**config.mk**
```make
export PLATFORM = sky130hd
export DESIGN_NAME = rx_stream_arbiter
export DESIGN_NICKNAME = d
export VERILOG_FILES = /design/src/rtl/rx_stream_arbiter.sv
export SDC_FILE = /design/constraint.sdc
export NUM_CORES = 1
export LEC_CHECK = 0
export CAP_MARGIN = 20
export CORE_AREA = 2 2 166 168
export CTS_CLUSTER_SIZE = 8
export DETAILED_ROUTE_END_ITERATION = 10
export DIE_AREA = 0 0 168 170
export PLACE_DENSITY_LB_ADDON = 0.3
export SKIP_LAST_GASP = 1
export SYNTH_ARGS = -nofsm -noshare
export SYNTH_HDL_FRONTEND = slang
export SYNTH_SLANG_ARGS = --single-unit
```
**constraint.sdc**
```tcl
create_clock -name i_ddr_clk -period 5.7 [get_ports i_ddr_clk]
set_input_delay 1.14 -clock i_ddr_clk [delete_from_list [all_inputs] [get_ports i_ddr_clk]]
set_output_delay 1.14 -clock i_ddr_clk [all_outputs]
set_load 0.03 [all_outputs]
```
**src/rtl/rx_stream_arbiter.sv**
```systemverilog
// Merges two lvds_rx sample streams into one FIFO write port through per-channel
// elastic buffers and a round-robin arbiter; overflowing words are counted as drops.
module rx_stream_arbiter #(
  parameter int DEPTH = 4,
  parameter int CNT_W = 16
) (
  input  logic             i_ddr_clk,
  input  logic             i_reset,
  input  logic [1:0]       i_ch_enable,
  input  logic             i_clear_cnt,
  input  logic             i_ch0_push,
  input  logic [31:0]      i_ch0_data,
  input  logic             i_ch1_push,
  input  logic [31:0]      i_ch1_data,
  input  logic             i_fifo_full,
  output logic             o_fifo_push,
  output logic [31:0]      o_fifo_data,
  output logic             o_fifo_ch,
  output logic [1:0]       o_ch_full,
  output logic [CNT_W-1:0] o_drop_cnt0,
  output logic [CNT_W-1:0] o_drop_cnt1
);

  localparam int AW = $clog2(DEPTH);
  localparam logic [AW:0] FULL_OCC = (AW+1)'(DEPTH);

  logic [1:0]       push_in;
  logic [31:0]      data_in  [2];
  logic [31:0]      head     [2];
  logic [CNT_W-1:0] drop_cnt [2];
  logic [1:0]       elig;
  logic [1:0]       gnt;
  logic             gnt_any;
  logic             gnt_ch;
  logic             rr_q, rr_d;
  logic             push_q;
  logic [31:0]      data_q;
  logic             ch_q;

  assign push_in    = {i_ch1_push, i_ch0_push};
  assign data_in[0] = i_ch0_data;
  assign data_in[1] = i_ch1_data;

  for (genvar gi = 0; gi < 2; gi++) begin : g_ch
    logic [31:0]      mem [DEPTH];
    logic [AW-1:0]    wr_ptr_q, wr_ptr_d;
    logic [AW-1:0]    rd_ptr_q, rd_ptr_d;
    logic [AW:0]      occ_q, occ_d;
    logic [CNT_W-1:0] drop_q, drop_d;
    logic             is_full;
    logic             wr_en;
    logic             drop;

    assign is_full = (occ_q == FULL_OCC);
    // A full buffer still accepts when it is popped in the same cycle.
    assign wr_en   = push_in[gi] && i_ch_enable[gi] && (!is_full || gnt[gi]);
    assign drop    = push_in[gi] && i_ch_enable[gi] && is_full && !gnt[gi];

    assign elig[gi]      = i_ch_enable[gi] && (occ_q != '0);
    assign head[gi]      = mem[rd_ptr_q];
    assign o_ch_full[gi] = is_full;
    assign drop_cnt[gi]  = drop_q;

    always_comb begin
      wr_ptr_d = wr_ptr_q;
      rd_ptr_d = rd_ptr_q;
      occ_d    = occ_q;
      drop_d   = drop_q;
      if (!i_ch_enable[gi]) begin
        wr_ptr_d = '0;
        rd_ptr_d = '0;
        occ_d    = '0;
      end else begin
        if (wr_en)   wr_ptr_d = wr_ptr_q + AW'(1);
        if (gnt[gi]) rd_ptr_d = rd_ptr_q + AW'(1);
        occ_d = occ_q + (AW+1)'(wr_en) - (AW+1)'(gnt[gi]);
      end
      if (i_clear_cnt)                 drop_d = '0;
      else if (drop && (drop_q != '1)) drop_d = drop_q + CNT_W'(1);
    end

    always_ff @(posedge i_ddr_clk) begin
      if (i_reset) begin
        wr_ptr_q <= '0;
        rd_ptr_q <= '0;
        occ_q    <= '0;
        drop_q   <= '0;
      end else begin
        wr_ptr_q <= wr_ptr_d;
        rd_ptr_q <= rd_ptr_d;
        occ_q    <= occ_d;
        drop_q   <= drop_d;
      end
    end

    always_ff @(posedge i_ddr_clk) begin
      if (wr_en) mem[wr_ptr_q] <= data_in[gi];
    end
  end

  always_comb begin
    gnt_any = !i_fifo_full && (elig != 2'b00);
    gnt_ch  = (elig == 2'b11) ? rr_q : elig[1];
    gnt     = 2'b00;
    rr_d    = rr_q;
    if (gnt_any) begin
      gnt    = gnt_ch ? 2'b10 : 2'b01;
      rr_d   = ~gnt_ch;
    end
  end

  always_ff @(posedge i_ddr_clk) begin
    if (i_reset) begin
      rr_q   <= 1'b0;
      push_q <= 1'b0;
      data_q <= '0;
      ch_q   <= 1'b0;
    end else begin
      rr_q   <= rr_d;
      push_q <= gnt_any;
      if (gnt_any) begin
        data_q <= head[gnt_ch];
        ch_q   <= gnt_ch;
      end
    end
  end

  assign o_fifo_push = push_q;
  assign o_fifo_data = data_q;
  assign o_fifo_ch   = ch_q;
  assign o_drop_cnt0 = drop_cnt[0];
  assign o_drop_cnt1 = drop_cnt[1];

endmodule

```
Word level (Yosys, flattened, before mapping):

Memories as Yosys holds them, arrays and structs flattened. A register that Yosys moved wholly into a read port is not among the register bits.
Index checks and enable logic that the tools add are counted.

* add/subtract/negate cells: 10
* $lt $le $gt $ge: 1
* equality and inequality tests: 5
* mux-type cells: 14
* bitwise operators: 4
* reductions and logical operators: 26

Operators by type and width (count)
* 32-bit two-way mux: 3
* 16-bit by 1-bit adder with 16-bit output, second input constant: 2
* 16-bit inequality test, second input constant: 2
* 1-bit logical AND: 13
* 2-bit two-way mux: 6
* 2-bit by 1-bit adder with 2-bit output, second input constant: 4
* 3-bit by 1-bit adder with 3-bit output: 2
* 3-bit == test, second input constant: 2
* 3-bit nonzero test: 2
* 2-bit OR reduction: 3
* 3-bit by 1-bit subtractor with 3-bit output: 2
* 1-bit zero test: 5
* 1-bit two-way mux: 5
* 1-bit NOT: 3
* 2-bit == test, second input constant: 1
* 2-bit >= comparator, second input constant: 1
* 1-bit logical OR: 2
* 1-bit NOT with 2-bit output: 1
* 2-bit nonzero test: 1

* register bits: 81
* RAM bits: 256
* bits of input ports: 72
* output and inout port bits: 68
* logic and storage cells: 74
* memories kept: 2

Memory list
* g_ch[0].mem: words 4, width 32, read ports 1, clocked after memory_dff 1, wr ports 1, line 45 `logic [31:0] mem [DEPTH];`
* g_ch[1].mem: words 4, width 32, read ports 1, clocked after memory_dff 1, wr ports 1, line 45

Longest topological paths before layout:

Gate-level depths: netlist of the first run.

* depth after elaboration: 10
* mapped depth: 11

Worst setup path before layout of the first run:

OpenSTA, ideal clock, no wires.

* path kind: input -> register
* start: input i_fifo_full
* end: register g_ch[0].occ_q[2]
* library setup time: 124 ps
* data arrival time: 3031 ps
* required time: 5576 ps
* slack: 2545 ps
* stages: 10
* path buffers: 2
* cells stage by stage: nand2b_1 -> nor3_1 -> buf_2 -> buf_1 -> o21ai_0 -> ha_1 -> fa_1 -> xnor2_1 -> xnor2_1 -> nor2_1

* word-level cells in the longest chain between the ends: 7

Ends and longest elaborated chain
* from (decl): line 15 `input logic i_fifo_full,`
* 1-bit zero test *: line 102 `gnt_any = !i_fifo_full && (elig != 2'b00);`
* 1-bit logical AND *: line 102
* 2-bit two-way mux *: line 106 `if (gnt_any) begin`
* 1-bit logical OR: line 56 `assign wr_en = push_in[gi] && i_ch_enable[gi] && (!is_full || gnt[gi]);`
* 1-bit logical AND: line 56
* 3-bit by 1-bit adder with 3-bit output: line 76 `occ_d = occ_q + (AW+1)'(wr_en) - (AW+1)'(gnt[gi]);`
* 3-bit by 1-bit subtractor with 3-bit output *: line 76
* to (signal assigned): line 86 `occ_q <= '0;`
* to (signal assigned): line 91 `occ_q <= occ_d;`
* to (decl): line 48 `logic [AW:0] occ_q, occ_d;`

Every way passes the cells marked *; elsewhere a longest branch is shown, timed or not.
A chain may end at the register's enable or synchronous reset.

Worst setup path after layout of the first run:

* start: input i_ch_enable[0]
* end: memory g_ch[1].mem[3][27], enable pin

* word-level cells in the longest chain between the ends: 9
* elaborated cells on any way between the ends: 11

Ends and longest elaborated chain
* from (decl): line 9 `input logic [1:0] i_ch_enable,`
* 1-bit logical AND *: line 59 `assign elig[gi] = i_ch_enable[gi] && (occ_q != '0);`
* 2-bit == test: line 103 `gnt_ch = (elig == 2'b11) ? rr_q : elig[1];`
* 1-bit two-way mux: line 103
* 2-bit two-way mux: line 107 `gnt = gnt_ch ? 2'b10 : 2'b01;`
* 2-bit two-way mux *: line 106
* 1-bit logical OR *: line 56
* 1-bit logical AND *: line 56
* 1-bit two-way mux *: line 97 `if (wr_en) mem[wr_ptr_q] <= data_in[gi];`
* 1-bit two-way mux (implied by the code) *: line 97
* to (decl): line 45

Marks and branches as above.

==> metrics.csv, run 1 <==
stage,metric,value,unit
floorplan,die_x,168,um
global_route,grt.overflow.total,0,
finish,finalNetCount,1021,
timing,setup_slack,2.07,ns
synthesis,synthCells,784,
placement,post-dp-hpwl,16800,um
routing,drt-wirelength-per-cell,21.1,um
worst_setup_path,crit_arrival,3.77,ns
global_route,grt_pass1_vias,7536,
synthesis,synth_edf_count,256,
floorplan,die_area,28600,um^2
outcome,status,completed,
global_route,grt_pass1_wl,43000,um
clocking,path_clk_slew,0.05,ns
worst_setup_path,critPathLaunchType,input port,
worst_setup_path,criticalPathCategory,input port to register,
finish,multi_input_area,3490,um^2
placement,post-place-ws,1.54,ns
timing,slew_viol_final,0,
synthesis,synth_area_per_cell,16.7,um^2
clocking,cts.htree.levels,2,
worst_setup_path,ff2ff_setup_slack,2.56,ns
clocking,post_cts_buffers,0,
floorplan,std_cell_rows,60,
synthesis,synthDistinctLibCells,43,
clocking,clock_sinks,341,
synthesis,syn_area,13100,um^2
power_and_ir_drop,p_leak,5.08,nW
timing,max_freq,0.276,GHz
timing,hold_viol_final,0,
synthesis,ys_warn_count,0,
worst_setup_path,reg2reg_depth,5,
worst_setup_path,timing.rr.start,g_ch[0].occ_q[2],
routing,drc,0,
floorplan,core,26700,um^2
floorplan,start_util,49.2,%
global_route,grt_usage,19.7,%
worst_setup_path,worstSetupEndpointType,register,
clocking,cts.hold.buffers_added,0,
timing,post-route-min-period,3.63,ns
worst_setup_path,cp_data_required_time,5.84,ns
placement,port_buffers,139,
synthesis,synthArstFlopShare,0,%
synthesis,synth_flop_cell,edfxtp_1,
finish,fillers,1950,
timing,setup_tns,0,ns
clocking,clockBufferDepth,3,
worst_setup_path,crit_start,i_ch_enable[0],
synthesis,ys_seq_area_share,71.5,%
global_route,antenna_found_initial,1,
floorplan,die_h,170,um
finish,drive_above_1_share,14.8,%
routing,dr.pass1.iters,5,
worst_hold_path,hp-class,register to register,
routing,ant_nets,0,
timing,setup_viol,0,
worst_setup_path,critPathCapture,g_ch[1].mem[3][27],
timing,finalCritPeriodShare,63.7,%
worst_setup_path,slowest_delay,0.77,ns
run,cap_violations,0,
synthesis,synth_seq_cells,341,
worst_setup_path,cp_max_fo,50,
routing,drt_iter0_drc,760,
worst_setup_path,crit_slowest_cell,and2_2,
timing,finalClockSkew,0.0173,ns
power_and_ir_drop,ir_drop,242,uV
clocking,cts_resized,0,
placement,place.gp.congestion,0.766,
timing,tightest_slew,0.939,ns
floorplan,pin_count,140,
clocking,clk_latency,0.53,ns
clocking,numCtsBuffers,48,
synthesis,syn_nets,870,
routing,vias,7334,
global_route,grt_max_degree,51,
routing,viasPerCell,5.58,
worst_setup_path,cp_cell_sequence,clkdlybuf4s50_1 > nor2b_1 > a2111oi_4 > buf_4 > o21ba_2 > and2_2,
timing,rsz0062_at_grt,no,
worst_setup_path,reg2reg_to,g_ch[1].mem[3][27],
clocking,cts_tree,yes,
power_and_ir_drop,powerDensity,342,nW/um^2
finish,postLayoutCoreUtil,60.8,%
finish,regArea,9390,um^2
clocking,cts_root_buffer,clkbuf_16,
finish,syn_to_final_growth,23.4,%
timing,relSlewSlack,37.4,%
routing,drt-total-wl,27700,um
[worst max-delay path: cells and delay by family]
kind / cells / cell delay [ns]
simple gates: 2 / 0.95
compound gates: 2 / 0.62
buf+inv: 2 / 1.02
[registers in the layout (all words and copies together), names as in the netlist, named ones only]
signal,cells
rr_q,1
o_fifo_data,32
o_fifo_push,1
o_drop_cnt1,16
g_ch.rd_ptr_q,4
g_ch.mem,256
o_drop_cnt0,16
o_fifo_ch,1
g_ch.wr_ptr_q,4
g_ch.occ_q,6
[synthesized netlist by cell type (all sizes together) (13+ instances only)]
library cell	number	area, um^2
a21oi	37	185
mux4	64	1440
xnor2	32	280
nand2	48	180
nor2	54	203
buf	21	130
a22oi	32	240
edfxtp	256	7690
dfxtp	85	1700
inv	13	48.8
clkbuf	23	86.3
nor4	16	115
[where the power goes]
| group | internal [mW] | leakage [nW] | total (mW) | switching (mW) |
|---|---|---|---|---|
| registers | 2.71 | 3.01 | 2.73 | 0.0133 |
| logic | 0.0960 | 1.40 | 0.214 | 0.118 |
| clock network | 1.62 | 0.668 | 2.59 | 0.973 |
[cell type report]
type                            count  share of cell area (%)
Timing Repair Buffer              145                    8.84
Tap cell                          341                    2.64
Inverter                           13                   0.301
Clock buffer                       85                    8.54
Antenna cell                        1                  0.0155
Clock inverter                      2                   0.131
Sequential cell                   341                    58.0
Multi-Input combinational cell    386                    21.5
[layer usage]
layer / part of all wire [%] / vias to the layer above / track usage (%)
li1: - / 3359 / -
met1: 43 / 3712 / 26.4
met2: 49 / 220 / 33.1
met3: 5.3 / 43 / 3.51
met4: 1.9 / 0 / 6.12
met5: 0 / - / 0
[cell families (layout without fill, tap and decap cells)]
logic type / Yosys count / after routing / share of synthesized area, %
compound gates: 81 / 81 / 4.12
xor+xnor: 35 / 35 / 2.34
flops: 341 / 341 / 71.5
other cells: 0 / 1 / 0
simple gates: 187 / 187 / 7.17
buf+inv: 57 / 245 / 2.02
fa+ha+maj: 14 / 14 / 1.45
mux: 69 / 69 / 11.4
[worst min-delay path by stage]
stage	from	slack, ns	depth (start not counted)	endpoint
5_1_grt	o_fifo_data[2]	0.47	2	o_fifo_data[2]
3_3_place_gp	o_fifo_data[4]	0.44	2	o_fifo_data[4]
4_1_cts	o_fifo_data[2]	0.45	2	o_fifo_data[2]
2_1_floorplan	rr_q	0.48	2	rr_q
6_report	o_fifo_data[6]	0.45	2	o_fifo_data[6]
3_5_place_dp	o_fifo_data[9]	0.45	2	o_fifo_data[9]
[metrics by stage]
| step | cell area (um^2) | power (mW) | instances | hold slack, ns |
|---|---|---|---|---|
| 2_1_floorplan | 13100 | 2.87 | 784 | 0.481 |
| 3_3_place_gp | 14800 | 2.98 | 1226 | 0.438 |
| 3_5_place_dp | 14800 | 2.99 | 1226 | 0.446 |
| 4_1_cts | 16200 | 5.58 | 1313 | 0.454 |
| 5_1_grt | 16200 | 5.71 | 1314 | 0.466 |
| 6_report | 16200 | 5.53 | 1314 | 0.453 |
[layout by cell type (no fill, tap or decap), types with 6 or more instances in the layout]
master           count
clkbuf_1            35
nand4_1             10
nand2_1             48
nor3_1              11
dfxtp_1             83
ha_1                12
a21oi_1             37
nand3_1             12
nor4_1              15
edfxtp_1           256
buf_4                6
and2_2               8
nor2_1              54
and4_1               7
inv_1               13
xnor2_1             32
clkbuf_16           50
clkdlybuf4s50_1    138
a22oi_1             32
mux4_2              64
Note: power is estimated with default switching activity, not from simulation.
==> run 2: changes to the inputs <==
==> constraint.sdc (replaced) <==
create_clock -name i_ddr_clk -period 3.7 [get_ports i_ddr_clk]
set_input_delay 0.74 -clock i_ddr_clk [delete_from_list [all_inputs] [get_ports i_ddr_clk]]
set_output_delay 0.74 -clock i_ddr_clk [all_outputs]
set_load 0.03 [all_outputs]
==> run 2 against run 1 <==
Highest routed layer unchanged. First-iteration DRC count decreased by 4.1%. Final cell count up 1.4%. Critical path type unchanged. Combinational power rose by 58%. Critical path depth up 1. Register-to-register slack got worse by 1.5 ns. Hold slack got worse by 0.00064 ns. Worst setup slack got worse by 1.1 ns. Via count rose by 2.1%. Critical endpoint is now g_ch[1].mem[1][12]. Wire length is 2.5% higher. Sequential cell count unchanged.
==> metrics.csv, run 2 (same netlist as run 1, synthesis figures left out) <==
stage,metric,value,unit,change
outcome,status,completed,,unchanged
worst_setup_path,cpMostUsedCell,buf_4,,
global_route,antenna_found_initial,2,,was 1
global_route,grt_usage,20.2,%,was 19.7%
power_and_ir_drop,p_clk_share,46.9,%,about the same
clocking,clk_latency,0.55,ns,was 0.53 ns
timing,rsz0062_at_grt,no,,unchanged
timing,slew_viol_final,0,,unchanged
worst_setup_path,cp_cell_sequence,clkdlybuf4s50_1 > nor2b_1 > a2111oi_4 > buf_4 > o21ba_2 > and2_2 > buf_4,,was clkdlybuf4s50_1 > nor2b_1 > a2111oi_4 > buf_4 > o21ba_2 > and2_2
global_route,grt_pass1_wl,43500,um,"was 43,000 um"
clocking,cts.hold.buffers_added,0,,unchanged
global_route,grt_pass1_vias,7525,,"was 7,536"
timing,tightest_slew,0.798,ns,was 0.939 ns
clocking,clock_sinks,341,,unchanged
routing,dr.pass1.iters,5,,unchanged
power_and_ir_drop,powerDensity,519,nW/um^2,was 342 nW/um^2
clocking,cts.htree.levels,2,,unchanged
finish,postLayoutCoreUtil,61.7,%,was 60.8%
worst_setup_path,criticalPathCategory,input port to register,,unchanged
worst_setup_path,cp_max_fo,26,,was 50
routing,ant_nets,0,,unchanged
worst_setup_path,slowest_delay,0.47,ns,was 0.77 ns
finish,syn_to_final_growth,25.4,%,was 23.4%
placement,post-dp-hpwl,17600,um,"was 16,800 um"
worst_setup_path,worstSetupEndpointType,register,,unchanged
clocking,cts_resized,0,,unchanged
floorplan,std_cell_rows,60,,unchanged
worst_setup_path,crit_arrival,2.99,ns,was 3.77 ns
worst_setup_path,critPathLaunchType,input port,,unchanged
worst_setup_path,crit_slowest_cell,clkdlybuf4s50_1,,was and2_2
finish,regMostFlops,g_ch.mem,,unchanged
clocking,numCtsBuffers,48,,unchanged
clocking,cts_tree,yes,,unchanged
finish,mostFrequentLayoutCells,"edfxtp_1 (256), clkdlybuf4s50_1 (138), dfxtp_1 (83)",,unchanged
routing,drt_iter0_drc,729,,was 760
worst_hold_path,hp-class,register to register,,unchanged
placement,port_buffers,139,,unchanged
clocking,cts_root_buffer,clkbuf_16,,unchanged
clocking,clockBufferDepth,3,,unchanged
finish,fillers,1930,,"was 1,950"
power_and_ir_drop,internal-power,6.79,mW,was 4.43 mW
routing,viasPerCell,5.62,,was 5.58
finish,drive_above_1_share,16.4,%,was 14.8%
floorplan,die_h,170,um,unchanged
global_route,grt_max_degree,38,,was 51
finish,largest_register_ffs,256,,unchanged
power_and_ir_drop,switching_share,20.5,%,was 19.9%
clocking,post_cts_buffers,0,,unchanged
timing,finalClockSkew,0.0204,ns,was 0.0173 ns
floorplan,die_area,28600,um^2,unchanged
routing,drt-wirelength-per-cell,21.3,um,was 21.1 um
routing,drt-total-wl,28400,um,"was 27,700 um"
timing,finalCritPeriodShare,74.4,%,
timing,max_freq,0.363,GHz,
routing,drc,0,,unchanged
power_and_ir_drop,p_seq_share,49.2,%,was 49.3%
power_and_ir_drop,ir_drop,401,uV,was 242 uV
floorplan,core,26700,um^2,unchanged
floorplan,start_util,49.2,%,unchanged
finish,postLayoutCellArea,16500,um^2,"was 16,200 um^2"
global_route,grt.overflow.total,0,,unchanged
placement,place.gp.congestion,0.780,,was 0.766
finish,finalNetCount,1039,,"was 1,021"
timing,setup_tns,0,ns,unchanged
worst_setup_path,cp_data_required_time,3.94,ns,was 5.84 ns
clocking,path_clk_slew,0.05,ns,about the same
placement,placed_cell_area,15000,um^2,"was 14,800 um^2"
run,cap_violations,0,,unchanged
floorplan,pin_count,140,,unchanged
routing,vias,7486,,"was 7,334"
power_and_ir_drop,pwr-share-comb,4.0,%,was 3.9%
floorplan,die_x,168,um,unchanged
timing,relSlewSlack,46.4,%,was 37.4%
timing,setup_viol,0,,unchanged
power_and_ir_drop,p_sw,1.75,mW,was 1.10 mW
finish,final_common_cell,edfxtp_1,,unchanged
timing,hold_viol_final,0,,unchanged
power_and_ir_drop,p_leak,5.20,nW,was 5.08 nW
timing,post-route-min-period,2.75,ns,
run 2: cell types whose count changed in the layout (fill, tap and decap cells not counted), sizes merged:
cell,change
buf,+18
clkbuf,-1
diode,+1
inv,+1
run 2: area by class of cell:
class	count	area, um^2	area share (%)
Multi-Input combinational cell	386	3490	21.2
Sequential cell	341	9390	57.1
Antenna cell	2	5.00	0.0304
Timing Repair Buffer	163	1680	10.2
Clock inverter	3	68.8	0.418
Inverter	13	48.8	0.297
Tap cell	341	427	2.59
Clock buffer	84	1350	8.18
run 2: power groups by stage:
stage                     logic, mW  registers (mW)  clock network [mW]
after floorplan               0.129            4.29                   0
final                         0.338            4.20                4.00
after CTS                     0.342            4.20                4.09
after global placement        0.334            4.27                   0
after global routing          0.363            4.20                4.26
after detailed placement      0.340            4.27                   0
run 2: worst max-delay path: cells and delay by family:
family	cells	cell delay, ns
buf+inv	3	1.14
compound gates	2	0.72
simple gates	2	0.39
run 2: metal layers:
layer	GRT usage (%)	up-vias	routed length [um]
met4	6.05	0	595
met1	27.8	3793	12500
met5	0	-	0
met3	3.67	48	1480
met2	33.3	254	13900
li1	-	3391	-
run 2: stage by stage:
| stage | setup WS (ns) | power (mW) | std cells | hold WS (ns) |
|---|---|---|---|---|
| floorplan | 0.945 | 4.42 | 784 | 0.481 |
| global placement | 0.492 | 4.61 | 1244 | 0.443 |
| detailed placement | 0.404 | 4.61 | 1244 | 0.446 |
| CTS | 0.967 | 8.63 | 1331 | 0.454 |
| global route | 0.831 | 8.82 | 1332 | 0.471 |
| finish | 0.946 | 8.54 | 1333 | 0.452 |
run 2: worst paths after layout:
path / start / end / slack, ns / depth (start not counted)
hold reg to reg: o_fifo_data[6] / o_fifo_data[6] / 0.45 / 2
setup / recovery: i_ch_enable[0] / g_ch[1].mem[1][12] / 0.95 / 7
hold / removal: o_fifo_data[6] / o_fifo_data[6] / 0.45 / 2
setup reg to reg: g_ch[0].occ_q[2] / g_ch[1].mem[1][12] / 1.04 / 6
==> RTL change: new RTL, settings of run 2 <==
Set the parameter `DEPTH` to 2 (it was 4).
--- a/src/rtl/rx_stream_arbiter.sv
+++ b/src/rtl/rx_stream_arbiter.sv
@@ -1,7 +1,7 @@
 // Merges two lvds_rx sample streams into one FIFO write port through per-channel
 // elastic buffers and a round-robin arbiter; overflowing words are counted as drops.
 module rx_stream_arbiter #(
-  parameter int DEPTH = 4,
+  parameter int DEPTH = 2,
   parameter int CNT_W = 16
 ) (
   input  logic             i_ddr_clk,
Formal check against the unedited RTL: not equivalent (a bounded check fails within 4 cycles, from zero or initial values and one cycle with i_reset high).
==> RTL change against run 2 <==
  * Design area is 34% lower
  * Maximum frequency decreased by 1.5%
  * Count of clock-buffer cells in the layout down 36
  * Synthesized cell count decreased by 27%
  * Sequential cell count fell by 136
  * Sequential power shrank 40%
  * Power is 40% lower
  * Worst setup slack got worse by 0.041 ns
  * First-iteration DRC count fell by 43%
  * Area after synthesis shrank 37%
  * Routed wire length down 33%
==> RTL change: results (changes against run 2) <==
outcome=finished clean; detailed placement HPWL=12100 um (-31%); Leakage Power=3.53 nW (-32%); max reg flops=128 (-50%); HP Class=flop to flop; met1 usage=17.5% (-10 points); main combinational cell family by area after synthesis=compound AO/OA/AOI/OAI gates; first-pass GRT wire length=29800 um (-32%); Critical Path AT=2.06 ns (-0.93 ns); Reg clk slew, reported paths=0.05 ns (about the same); fill count=2479 (+28%); adder-cell share of the synthesized area=0.610% (-0.84 points); initial antenna violation count=0 (-2); Synth async-reset ratio=0% (unchanged); Max Root-Sink Buffers=3 (unchanged); Slew headroom=32.4% (-14 points); initial DRC count=417 (-43%); gp weighted congestion=0.756 (-3.1%); mux cell area share after synthesis=9.03% (-2.3 points); GR Util met2=22.6% (-11 points); Via Count=5279 (-29%); critical path startpoint=g_ch[1].occ_q[1]$_SDFF_PP0_; number of port buffers=139 (unchanged); met3 global-route usage=2.60% (-1.1 points); Peak VDD IR=0.000290 V (-28%); DR pass1 iterations=6 (+1); routed wire length=19200 um (-33%); Seq/Total Area, Yosys=65.6% (-5.9 points); DR WL met3=939 um (-37%); Synth Net Count=648 (-26%); Synth cell types=56 (+30%); CTS HTree Levels=1 (-1); Post-CTS Setup Inserts=0 (unchanged); Synth Area in Compound Gates=11.0% (+6.8 points); ranking of synthesized cells by area=edfxtp_1, dfxtp_1, mux2_2; # resized after CTS=0 (unchanged); Post-synth top cells=edfxtp_1, dfxtp_1, nor2_1; antenna cells=0 (-2); DR WL met2=9250 um (-34%); Net Sw Frac=20.9% (+0.44 points); Synth Area in XOR/XNOR=2.35% (+0.013 points); nets=800 (-23%); All-Layer GR Usage=13.4% (-6.8 points); M1 WL=8500 um (-32%); final worst clock skew=0.0130 ns (-0.00747 ns); Reg-to-Reg Start=o_drop_cnt0[6]$_SDFFE_PP0P_; share of layout cells above drive strength 1=19.5% (+3.2 points); Inserted Clock Buffers=29 (-40%); Post-synth EDFFs=128 (-50%); clk_lat worst skew=0.54 ns; CTS root buf=clkbuf_16; largest reg by FF count=g_ch.mem; critical hold path startpoint=o_drop_cnt1[9]$_SDFFE_PP0P_; top layer in use=met4; Crit Path Max Fanout=5 (-81%); synthesis warning total=0 (unchanged); vias in the first global route=5297 (-30%); largest net degree at the start of global routing=39 (+2.6%); dpl ws=0.803 ns (+0.399 ns)
[RTL change: power groups by stage]
stage / logic (mW) / registers (mW) / clock network (mW)
after floorplan: 0.0935 / 2.56 / 0
after global placement: 0.255 / 2.55 / 0
after detailed placement: 0.257 / 2.55 / 0
after CTS: 0.259 / 2.51 / 2.48
after global routing: 0.274 / 2.51 / 2.57
final: 0.254 / 2.51 / 2.40
[RTL change: metrics by stage]
| step | cells | utilization [%] | cell area (um^2) | hold slack (ns) | TNS [ns] |
|---|---|---|---|---|---|
| after CTS | 1083 | 40.6 | 10800 | 0.506 | 0 |
| after global routing | 1083 | 40.6 | 10800 | 0.549 | 0 |
| after global placement | 1034 | 37.5 | 10000 | 0.480 | 0 |
| after detailed placement | 1034 | 37.5 | 10000 | 0.498 | 0 |
| after floorplan | 572 | - | 8210 | 0.481 | -12.67 |
| final | 1083 | 40.6 | 10800 | 0.501 | 0 |
[RTL change: worst max-delay path, cell delays in order (launching register included)]
cell             delay [ns]
dfxtp_1                0.42
nand2b_1               0.12
inv_1                  0.25
clkdlybuf4s50_1        0.74
[RTL change: final timing paths]
path	end	slack (ns)	depth (start not counted)
max	o_ch_full[1]	0.90	3
min reg2reg	o_drop_cnt1[9]$_SDFFE_PP0P_	0.50	2
min	o_drop_cnt1[9]$_SDFFE_PP0P_	0.50	2
max reg2reg	o_drop_cnt0[10]$_SDFFE_PP0P_	1.52	5
[RTL change: area by class of cell]
type                    instances  area share (%)
flip-flops and latches        205            49.8
multi-input cells             323            24.4
repair buffers                153            13.8
clock buffers                  48            7.46
well taps                     341            3.94
inverters                      12           0.416
clock inverters                 1           0.185
[RTL change: logic make-up after synthesis]
logic type      count (synthesis)
compound gates                 91
fa+ha+maj                       4
flops                         205
simple gates                  140
mux                            66
xor+xnor                       22
buf+inv                        44
